### config.mk
export PLATFORM = sky130hd
export DESIGN_NAME = poliriscv_mc_ctrl
export DESIGN_NICKNAME = d
export VERILOG_FILES = /design/src/rtl/poliriscv_mc_ctrl.sv
export SDC_FILE = /design/constraint.sdc
export NUM_CORES = 1
export LEC_CHECK = 0
export BUFFER_PORTS_ARGS = -buffer_cell sky130_fd_sc_hd__buf_2
export CELL_PAD_IN_SITES_DETAIL_PLACEMENT = 1
export CELL_PAD_IN_SITES_GLOBAL_PLACEMENT = 1
export CORE_MARGIN = 5
export CORE_UTILIZATION = 27
export CTS_CLUSTER_DIAMETER = 80
export DETAILED_ROUTE_END_ITERATION = 7
export GPL_TIMING_DRIVEN = 0
export PLACE_DENSITY = 0.77
export RECOVER_POWER = 25
export SLEW_MARGIN = 30
export SYNTH_ARGS = -nofsm -noshare
export SYNTH_HDL_FRONTEND = slang
export SYNTH_SLANG_ARGS = --single-unit
### constraint.sdc
create_clock -name clk -period 1.4 [get_ports clk]
set_input_delay 0 -clock clk [delete_from_list [all_inputs] [get_ports clk]]
set_output_delay 0 -clock clk [all_outputs]
set_load 0.02 [all_outputs]
### src/rtl/poliriscv_mc_ctrl.sv
// rtl/poliriscv_mc_ctrl.sv - multi-cycle control FSM sequencing the poliriscv datapath over a shared memory port
// Optional counters (cycle_cnt, instret_cnt) are enabled by POLIRISCV_MC_PERFCNT_EN.
module poliriscv_mc_ctrl (
    input  logic        clk,
    input  logic        rst,
    input  logic [6:0]  opcode,
    input  logic [2:0]  funct3,
    input  logic        zero,
    input  logic        mem_ready,
    output logic        mem_req,
    output logic        mem_we,
    output logic        ir_we,
    output logic        pc_we,
    output logic        pc_src,
    output logic        rf_we,
    output logic [1:0]  alu_src_a,
    output logic [1:0]  alu_src_b,
    output logic [1:0]  alu_op,
    output logic [1:0]  wb_sel,
    output logic [3:0]  state,
`ifdef POLIRISCV_MC_PERFCNT_EN
    output logic [31:0] cycle_cnt,
    output logic [31:0] instret_cnt,
`endif
    output logic        halted
);

    typedef enum logic [3:0] {
        S_FETCH    = 4'd0,
        S_DECODE   = 4'd1,
        S_EXEC_R   = 4'd2,
        S_EXEC_I   = 4'd3,
        S_MEM_ADDR = 4'd4,
        S_MEM_RD   = 4'd5,
        S_MEM_WR   = 4'd6,
        S_WB_ALU   = 4'd7,
        S_WB_MEM   = 4'd8,
        S_BRANCH   = 4'd9,
        S_JAL      = 4'd10,
        S_HALT     = 4'd15
    } state_t;

    state_t     r_state;
    state_t     w_next;
    logic       w_req, w_we, w_ir, w_pcw, w_pcs, w_rfw, w_taken;
    logic [1:0] w_a, w_b, w_op, w_wb;

    always_ff @(posedge clk or negedge rst) begin
        if (!rst) begin
            r_state <= S_FETCH;
        end else begin
            r_state <= w_next;
        end
    end

    always_comb begin
        w_next  = r_state;
        w_req   = 1'b0;
        w_we    = 1'b0;
        w_ir    = 1'b0;
        w_pcw   = 1'b0;
        w_pcs   = 1'b0;
        w_rfw   = 1'b0;
        w_taken = 1'b0;
        w_a     = 2'b00;
        w_b     = 2'b00;
        w_op    = 2'b00;
        w_wb    = 2'b00;
        case (r_state)
            S_FETCH: begin
                w_req = 1'b1;
                w_b   = 2'b01;
                if (mem_ready) begin
                    w_ir   = 1'b1;
                    w_pcw  = 1'b1;
                    w_next = S_DECODE;
                end
            end
            S_DECODE: begin
                // old PC + immediate lands in ALUOut for branch/JAL targets
                w_a = 2'b01;
                w_b = 2'b10;
                case (opcode)
                    7'b0110011:             w_next = S_EXEC_R;
                    7'b0010011:             w_next = S_EXEC_I;
                    7'b0000011, 7'b0100011: w_next = S_MEM_ADDR;
                    7'b1100011:             w_next = S_BRANCH;
                    7'b1101111:             w_next = S_JAL;
                    default:                w_next = S_HALT;
                endcase
            end
            S_EXEC_R: begin
                w_a    = 2'b10;
                w_op   = 2'b10;
                w_next = S_WB_ALU;
            end
            S_EXEC_I: begin
                w_a    = 2'b10;
                w_b    = 2'b10;
                w_op   = 2'b10;
                w_next = S_WB_ALU;
            end
            S_MEM_ADDR: begin
                w_a    = 2'b10;
                w_b    = 2'b10;
                w_next = (opcode == 7'b0000011) ? S_MEM_RD : S_MEM_WR;
            end
            S_MEM_RD: begin
                w_req = 1'b1;
                if (mem_ready) begin
                    w_next = S_WB_MEM;
                end
            end
            S_MEM_WR: begin
                w_req = 1'b1;
                w_we  = 1'b1;
                if (mem_ready) begin
                    w_next = S_FETCH;
                end
            end
            S_WB_ALU: begin
                w_rfw  = 1'b1;
                w_next = S_FETCH;
            end
            S_WB_MEM: begin
                w_rfw  = 1'b1;
                w_wb   = 2'b01;
                w_next = S_FETCH;
            end
            S_BRANCH: begin
                w_a    = 2'b10;
                w_op   = 2'b01;
                w_next = S_FETCH;
                case (funct3)
                    3'b000:  w_taken = zero;
                    3'b001:  w_taken = ~zero;
                    default: w_next  = S_HALT;
                endcase
                w_pcw = w_taken;
                w_pcs = w_taken;
            end
            S_JAL: begin
                w_rfw  = 1'b1;
                w_wb   = 2'b10;
                w_pcw  = 1'b1;
                w_pcs  = 1'b1;
                w_next = S_FETCH;
            end
            S_HALT: begin
                w_next = S_HALT;
            end
            default: begin
                w_next = S_HALT;
            end
        endcase
    end

    // outputs are forced low while reset is held, independent of the clock
    assign mem_req   = rst & w_req;
    assign mem_we    = rst & w_we;
    assign ir_we     = rst & w_ir;
    assign pc_we     = rst & w_pcw;
    assign pc_src    = rst & w_pcs;
    assign rf_we     = rst & w_rfw;
    assign alu_src_a = rst ? w_a  : 2'b00;
    assign alu_src_b = rst ? w_b  : 2'b00;
    assign alu_op    = rst ? w_op : 2'b00;
    assign wb_sel    = rst ? w_wb : 2'b00;
    assign state     = r_state;
    assign halted    = rst & (r_state == S_HALT);

`ifdef POLIRISCV_MC_PERFCNT_EN
    logic [31:0] r_cycle_cnt;
    logic [31:0] r_instret_cnt;

    always_ff @(posedge clk or negedge rst) begin
        if (!rst) begin
            r_cycle_cnt   <= 32'd0;
            r_instret_cnt <= 32'd0;
        end else begin
            if (r_state != S_HALT) begin
                r_cycle_cnt <= r_cycle_cnt + 32'd1;
            end
            if ((w_next == S_FETCH) && (r_state != S_FETCH)) begin
                r_instret_cnt <= r_instret_cnt + 32'd1;
            end
        end
    end

    assign cycle_cnt   = r_cycle_cnt;
    assign instret_cnt = r_instret_cnt;
`endif

endmodule

==> results of run 1 <==
[layout make-up]
type | instances | area (µm²)
Sequential cell | 4 | 103
Multi-Input combinational cell | 77 | 634
Timing Repair Buffer | 49 | 382
Inverter | 4 | 15.0
Clock buffer | 3 | 22.5
Buffer | 6 | 73.8
Tap cell | 30 | 37.5
Fill cell | 281 | 1140
[synth_stat cells, types with 2 or more instances]
cell type,count,area [µm²]
sky130_fd_sc_hd__and3_1,2,12.5
sky130_fd_sc_hd__o21ai_0,3,15.0
sky130_fd_sc_hd__buf_2,2,10.0
sky130_fd_sc_hd__and2_1,3,18.8
sky130_fd_sc_hd__nor3_1,5,25.0
sky130_fd_sc_hd__xor2_1,2,17.5
sky130_fd_sc_hd__o21a_1,3,22.5
sky130_fd_sc_hd__nor2b_1,3,18.8
sky130_fd_sc_hd__dfrtp_1,4,100
sky130_fd_sc_hd__nand2b_1,5,31.3
sky130_fd_sc_hd__nor3b_1,3,22.5
sky130_fd_sc_hd__a21oi_1,3,15.0
sky130_fd_sc_hd__inv_1,4,15.0
sky130_fd_sc_hd__nand3b_1,2,15.0
sky130_fd_sc_hd__a221o_1,3,30.0
sky130_fd_sc_hd__nand2_1,8,30.0
sky130_fd_sc_hd__nand4_1,2,12.5
sky130_fd_sc_hd__clkbuf_1,4,15.0
sky130_fd_sc_hd__nor2_1,8,30.0
[per-layer routing]
metal / track usage / up-vias / share of wire
met3: 0.0218 / 10 / 0.028
met5: 0 / - / 0
li1: - / 446 / -
met1: 0.223 / 464 / 0.43
met2: 0.301 / 25 / 0.50
met4: 0.0854 / 0 / 0.043
[critical path, stage by stage (launching register included)]
cell and delay (ns):
sky130_fd_sc_hd__dfrtp_2 0.47, sky130_fd_sc_hd__xor2_1 0.19, sky130_fd_sc_hd__o21a_1 0.21, sky130_fd_sc_hd__or3_4 0.35, sky130_fd_sc_hd__mux2_4 0.31
[where the power goes]
group          internal (mW)  total [mW]  switching (mW)
clock network         0.0966       0.154          0.0573
registers              0.187       0.297           0.111
logic                   1.22        2.44            1.22
[kinds of logic (layout without fill, tap and decap cells)]
family,Yosys count,count (layout),synth area share
AO/OA/AOI/OAI,22,22,0.238
XOR/XNOR,2,2,0.0265
buffers and inverters,12,62,0.0888
flip-flops,4,4,0.151
multiplexers,2,2,0.0378
AND/OR/NAND/NOR,51,51,0.457
[worst max path at each step]
stage               endpoint  slack [ns]  cells past startpoint
finish              state[0]       -0.26                      4
global route          pc_src       -0.31                      6
CTS                 state[0]       -0.22                      4
detailed placement  state[0]       -0.27                      5
global placement    state[0]       -0.25                      5
floorplan           state[0]       -0.26                      5
[timing repair]
item / 4_1_cts / 5_1_grt
buffers inserted: 11 / 7
hold buffers: 1 / 0
setup endpoints to repair: 19 / 19
resized for setup: 43 / 25
endpoints found under the hold margin: 4 / 0
pin swaps: 5 / 11
[through the flow]
stage,cells,area (µm²)
after floorplan,93,706
after global placement,155,903
after detailed placement,155,903
after CTS,168,1150
after global routing,173,1270
final,173,1270
==> flow_summary.rst, run 1 <==
.. list-table::
   :header-rows: 1

   * - Metric
     - Value
   * - Number of antenna cells inserted
     - 0
   * - Number of synthesized flops with an enable pin
     - 0
   * - Net Count, Synth
     - between 100 and 150
   * - Root buffer selected by CTS
     - sky130_fd_sc_hd__clkbuf_4
   * - Clock tree from TritonCTS
     - yes
   * - Distinct cell type count of the synthesized netlist
     - 43
   * - Crit Path Category
     - flip-flop to flip-flop
   * - Gp weighted congestion
     - approximately 0.86
   * - Normalized max-slew margin
     - 0.789
   * - Post-detailed-routing wire length
     - 3.12 mm
   * - Core Area
     - between 2000 and 2500 µm²
   * - Critical path arrival
     - between 1.5 and 2 ns
   * - Count of boundary I/O pins
     - 33
   * - First-pass GRT wire length
     - ~4.8 mm
   * - Crit-path max FO
     - 7
   * - Post-layout util
     - 0.526
   * - Unrepaired setup endpoints after global routing
     - true
   * - Origin of the critical flop-to-flop path
     - state[2]
   * - FF+latch count, synth
     - 4
   * - Maximum number of pins on one net before global-route repair
     - 11
   * - Buffer levels on the longest clock path
     - 2
   * - Setup TNS Final
     - -2.35 ns
   * - Violations in the final reports
     - negative setup slack
   * - Syn avg cell area
     - 7.12 µm²
   * - Worst setup timing slack at the placement stage
     - -0.266 ns
   * - Outcome
     - finished, violations left
   * - Leakage power of the design
     - roughly 0.58 nW
   * - Final Hold Vio Count
     - 0
   * - Final Max Slew Viols
     - 0
   * - Top library cells by usage in the layout, fill and taps aside
     - sky130_fd_sc_hd__buf_2 (18), sky130_fd_sc_hd__buf_6 (17), sky130_fd_sc_hd__buf_4 (16)
   * - Depth of the worst register-to-register path
     - 4
   * - Detailed Place HPWL
     - around 1.8 mm
   * - Peak ir drop on the vdd network
     - 1270 µV
   * - Clock slew seen by the registers of the worst setup and hold paths
     - about 0.04 ns
   * - Aggregate global-route resource usage
     - 0.179
   * - Via count
     - between 900 and 1000
   * - Remaining global-route overflow
     - 0
   * - H-tree depth reported by CTS
     - 1
   * - Start point of the critical path
     - state[2]
   * - Number of buffers created by CTS
     - 3
   * - Area growth from synthesis to layout
     - 91.5%
   * - Endpoint type of the worst setup path
     - flip-flop
   * - Most used DFF post-synth
     - sky130_fd_sc_hd__dfrtp_1
   * - Crit path setup slack, layout
     - -0.256 ns
   * - P per Cell Area
     - 2280 nW/µm²
   * - Die footprint
     - ~3500 µm²
   * - Initial antenna violation count
     - 0
   * - Clock latency on the worst-skew pair
     - about 0.24 ns
   * - Nets@finish
     - 159
   * - R2R Setup Slk
     - -0.26 ns
   * - # port buffers
     - 32
   * - Iteration-0 DRC count of the detailed router
     - 17
   * - Via count of the first global-routing pass
     - between 900 and 1000
   * - Final Skew
     - just over 0.002 ns
   * - Final cycle utilization of the critical path
     - 1.18
   * - Startpoint types
     - flip-flop
   * - Minimum clock period after layout
     - between 1.5 and 2 ns
   * - Peak Freq
     - ~600 MHz
   * - Sum of internal, switching and leakage power
     - roughly 2.9 mW
   * - Yosys Warn Count
     - 0
   * - Initial core utilization
     - 0.275
   * - Count of unresolved DRC violations after routing
     - 0
   * - Worst hold path endpoint
     - state[2]
   * - Layout cells sized above 1
     - 0.580
   * - Post-detailed-route count of antenna-violating nets
     - 0
   * - Hold Startpoint
     - mem_ready
   * - Vias per std cell
     - around 5.5
   * - Type of the tightest min-delay check
     - primary input to flip-flop
   * - Routed length per instance
     - approximately 18 µm
   * - Cells on Worst Hold Path
     - 3
   * - Area of the mapped netlist
     - roughly 660 µm²
   * - Data required, critical path
     - ~1.5 ns
   * - Least-Margin Pin Slew
     - roughly 0.32 ns
   * - Number of detailed-routing iterations run before antenna repair
     - 4
   * - Clock Sinks
     - 4
   * - Sequential share of the synthesized area
     - 0.151
   * - Setup-violating endpoint count in the final report
     - 18
   * - Num rows
     - 18
   * - Most common cell after layout, fill and taps aside
     - sky130_fd_sc_hd__buf_2
   * - Horiz. Die Dim
     - just under 60 µm
   * - Die Span Y
     - roughly 60 µm
   * - Share of synthesized flip-flops with an asynchronous set or reset
     - 1.00
   * - Number of max-capacitance violations reported
     - 0
   * - Post-Synthesis Cells
     - between 90 and 100
   * - Max reg flops
     - 4
   * - Hold Slack
     - 0.174 ns
   * - Worst flop-to-flop path endpoint
     - state[0]
No activity file was read; power rests on OpenSTA's default activity.
==> run 2: changes to the inputs <==
- PLACE_DENSITY: 0.77 -> 0.83
- SETUP_SLACK_MARGIN: not set -> 0.2
==> flow_summary.rst, run 2 (synthesis gave the netlist of run 1 again) <==
.. list-table::
   :header-rows: 1

   * - Metric
     - Value
   * - Placed instance count
     - 155
   * - Stage delay of the slowest cell on the critical path
     - 0.41 ns
   * - Unrepaired setup endpoints after global routing
     - true
   * - Number of antenna cells inserted
     - 0
   * - Root buffer selected by CTS
     - sky130_fd_sc_hd__clkbuf_4
   * - Die footprint
     - about 3500 µm²
   * - Setup TNS Final
     - -3.89 ns
   * - Type of the tightest min-delay check
     - primary input to flip-flop
   * - Final Hold Vio Count
     - 0
   * - Crit Path Category
     - flip-flop to output port
   * - Critical path depth in cells
     - 7
   * - Setup-violating endpoint count in the final report
     - 19
   * - Top library cells by usage in the layout, fill and taps aside
     - sky130_fd_sc_hd__buf_6 (28), sky130_fd_sc_hd__buf_2 (17), sky130_fd_sc_hd__buf_4 (13)
   * - Sum of internal, switching and leakage power
     - between 3 and 4 mW
   * - Aggregate global-route resource usage
     - 0.211
   * - Layout cells sized above 1
     - 0.682
   * - Via count
     - about 1000
   * - Remaining global-route overflow
     - 0
   * - Count of unresolved DRC violations after routing
     - 0
   * - Most common cell after layout, fill and taps aside
     - sky130_fd_sc_hd__buf_6
   * - Post-Layout Cell Count
     - 184
   * - Violations in the final reports
     - negative setup slack
   * - Worst setup timing slack at the placement stage
     - -0.419 ns
   * - R2R Setup Slk
     - -0.28 ns
   * - Core Area
     - approximately 2400 µm²
   * - Start point of the critical path
     - state[1]
   * - Num rows
     - 18
   * - Critical path arrival
     - ~1.7 ns
   * - Worst setup endpoint
     - pc_we
   * - Leakage power of the design
     - approximately 0.69 nW
   * - Number of buffers created by CTS
     - 3
   * - Final cycle utilization of the critical path
     - 1.22
   * - P per Cell Area
     - roughly 2400 nW/µm²
   * - Routed length per instance
     - ~22 µm
   * - CP max-delay cell
     - sky130_fd_sc_hd__dfrtp_2
   * - Detailed Place HPWL
     - roughly 1.9 mm
   * - Number of max-capacitance violations reported
     - 0
   * - Crit path setup slack, layout
     - -0.310 ns
   * - Die Span Y
     - roughly 60 µm
   * - Clock latency on the worst-skew pair
     - around 0.25 ns
   * - Minimum clock period after layout
     - between 1.5 and 2 ns
   * - Depth of the worst register-to-register path
     - 5
   * - Vias per std cell
     - around 5.5
   * - Normalized max-slew margin
     - 0.714
   * - Buffer levels on the longest clock path
     - 2
   * - Data required, critical path
     - approximately 1.4 ns
   * - Post-detailed-route count of antenna-violating nets
     - 0
   * - Peak ir drop on the vdd network
     - 1230 µV
   * - H-tree depth reported by CTS
     - 1
   * - Endpoint type of the worst setup path
     - output port
   * - Startpoint types
     - flip-flop
   * - Initial antenna violation count
     - 0
   * - Category of cells accounting for the largest share of critical-path delay
     - simple AND/OR/NAND/NOR gates
   * - Area growth from synthesis to layout
     - 131%
   * - Final Skew
     - about 0.0027 ns
   * - Final Max Slew Viols
     - 0
   * - Least-Margin Pin Slew
     - about 0.43 ns
   * - Initial core utilization
     - 0.275
   * - Peak Freq
     - slightly below 600 MHz
   * - Gp weighted congestion
     - about 0.84
   * - Via count of the first global-routing pass
     - ~1100
   * - CP Buf/Inv Count
     - 3
   * - Nets@finish
     - roughly 170
   * - Final cell area excluding filler cells
     - ~1500 µm²
   * - Iteration-0 DRC count of the detailed router
     - 36
   * - Critical path's most frequent cell
     - sky130_fd_sc_hd__buf_6
   * - Outcome
     - finished, violations left
   * - Clock tree from TritonCTS
     - yes
   * - Worst flop-to-flop path endpoint
     - state[0]
   * - Final-layout fill cell count
     - ~270
   * - Maximum number of pins on one net before global-route repair
     - 11
   * - Crit-path cells
     - buf_6, buf_12, nor2b_2, nand4_1, a21oi_2, or2_4, buf_6
   * - First-pass GRT wire length
     - between 5 and 6 mm
   * - Area after detailed placement
     - between 900 and 1000 µm²
   * - Post-detailed-routing wire length
     - just under 4 mm
   * - Count of boundary I/O pins
     - 33
   * - Hold Startpoint
     - mem_ready
   * - Horiz. Die Dim
     - between 50 and 60 µm
   * - Clock Sinks
     - 4
   * - Max reg flops
     - 4
   * - Number of detailed-routing iterations run before antenna repair
     - 4
   * - Crit-path max FO
     - 5
   * - # port buffers
     - 32
   * - Origin of the critical flop-to-flop path
     - state[1]
   * - Clock slew seen by the registers of the worst setup and hold paths
     - ~0.050 ns
run 2: layout make-up:
type                       instances  area (µm²)  area share
tap                               30        37.5      0.0245
sequential                         4         104      0.0678
inverter                           4        15.0     0.00980
clock buffer                       4        26.3      0.0172
multi-input combinational         77         712       0.465
buffer                             8         143      0.0931
timing repair buffer              57         494       0.323
run 2: how the worst min path moves through the flow:
stage,slack (ns),end,cells past startpoint
5_1_grt,0.18,state[2],3
3_5_place_dp,-0.12,state[0],1
3_3_place_gp,-0.12,state[0],1
4_1_cts,0.10,state[2],3
6_report,0.18,state[2],3
2_1_floorplan,-0.30,state[0],0
run 2: timing repair:
item / 4_1_cts / 5_1_grt
setup endpoints to repair: 19 / 19
setup buffers: 16 / 8
endpoints found under the hold margin: 4 / 0
pin swaps: 8 / 12
gates resized for setup: 62 / 20
gates cloned: 0 / 0
hold buffers: 1 / 0
run 2: metal layers:
metal,up-vias,GRT usage,share of wire
li1,463,-,-
met5,-,0,0
met1,503,0.236,0.37
met3,9,0.0174,0.042
met2,35,0.406,0.57
met4,0,0.0759,0.025
run 2: stage by stage:
step / util / hold slack [ns]
floorplan: - / -0.296
global placement: 0.406 / -0.123
detailed placement: 0.406 / -0.118
CTS: 0.577 / 0.101
global route: 0.636 / 0.179
finish: 0.636 / 0.175
run 2: power by group:
part / switching (mW) / leakage [nW] / internal [mW]
combinational: 1.54 / 0.636 / 1.70
sequential: 0.0422 / 0.0430 / 0.189
clock: 0.0702 / 0.0150 / 0.108
total: 1.65 / 0.694 / 2.00
run 2: tightest hold or removal path, delay by kind of cell:
| family | cells | cell delay [ns] |
|---|---|---|
| buf+inv | 1 | 0.15 |
| compound gates | 1 | 0.14 |
| simple gates | 1 | 0.10 |
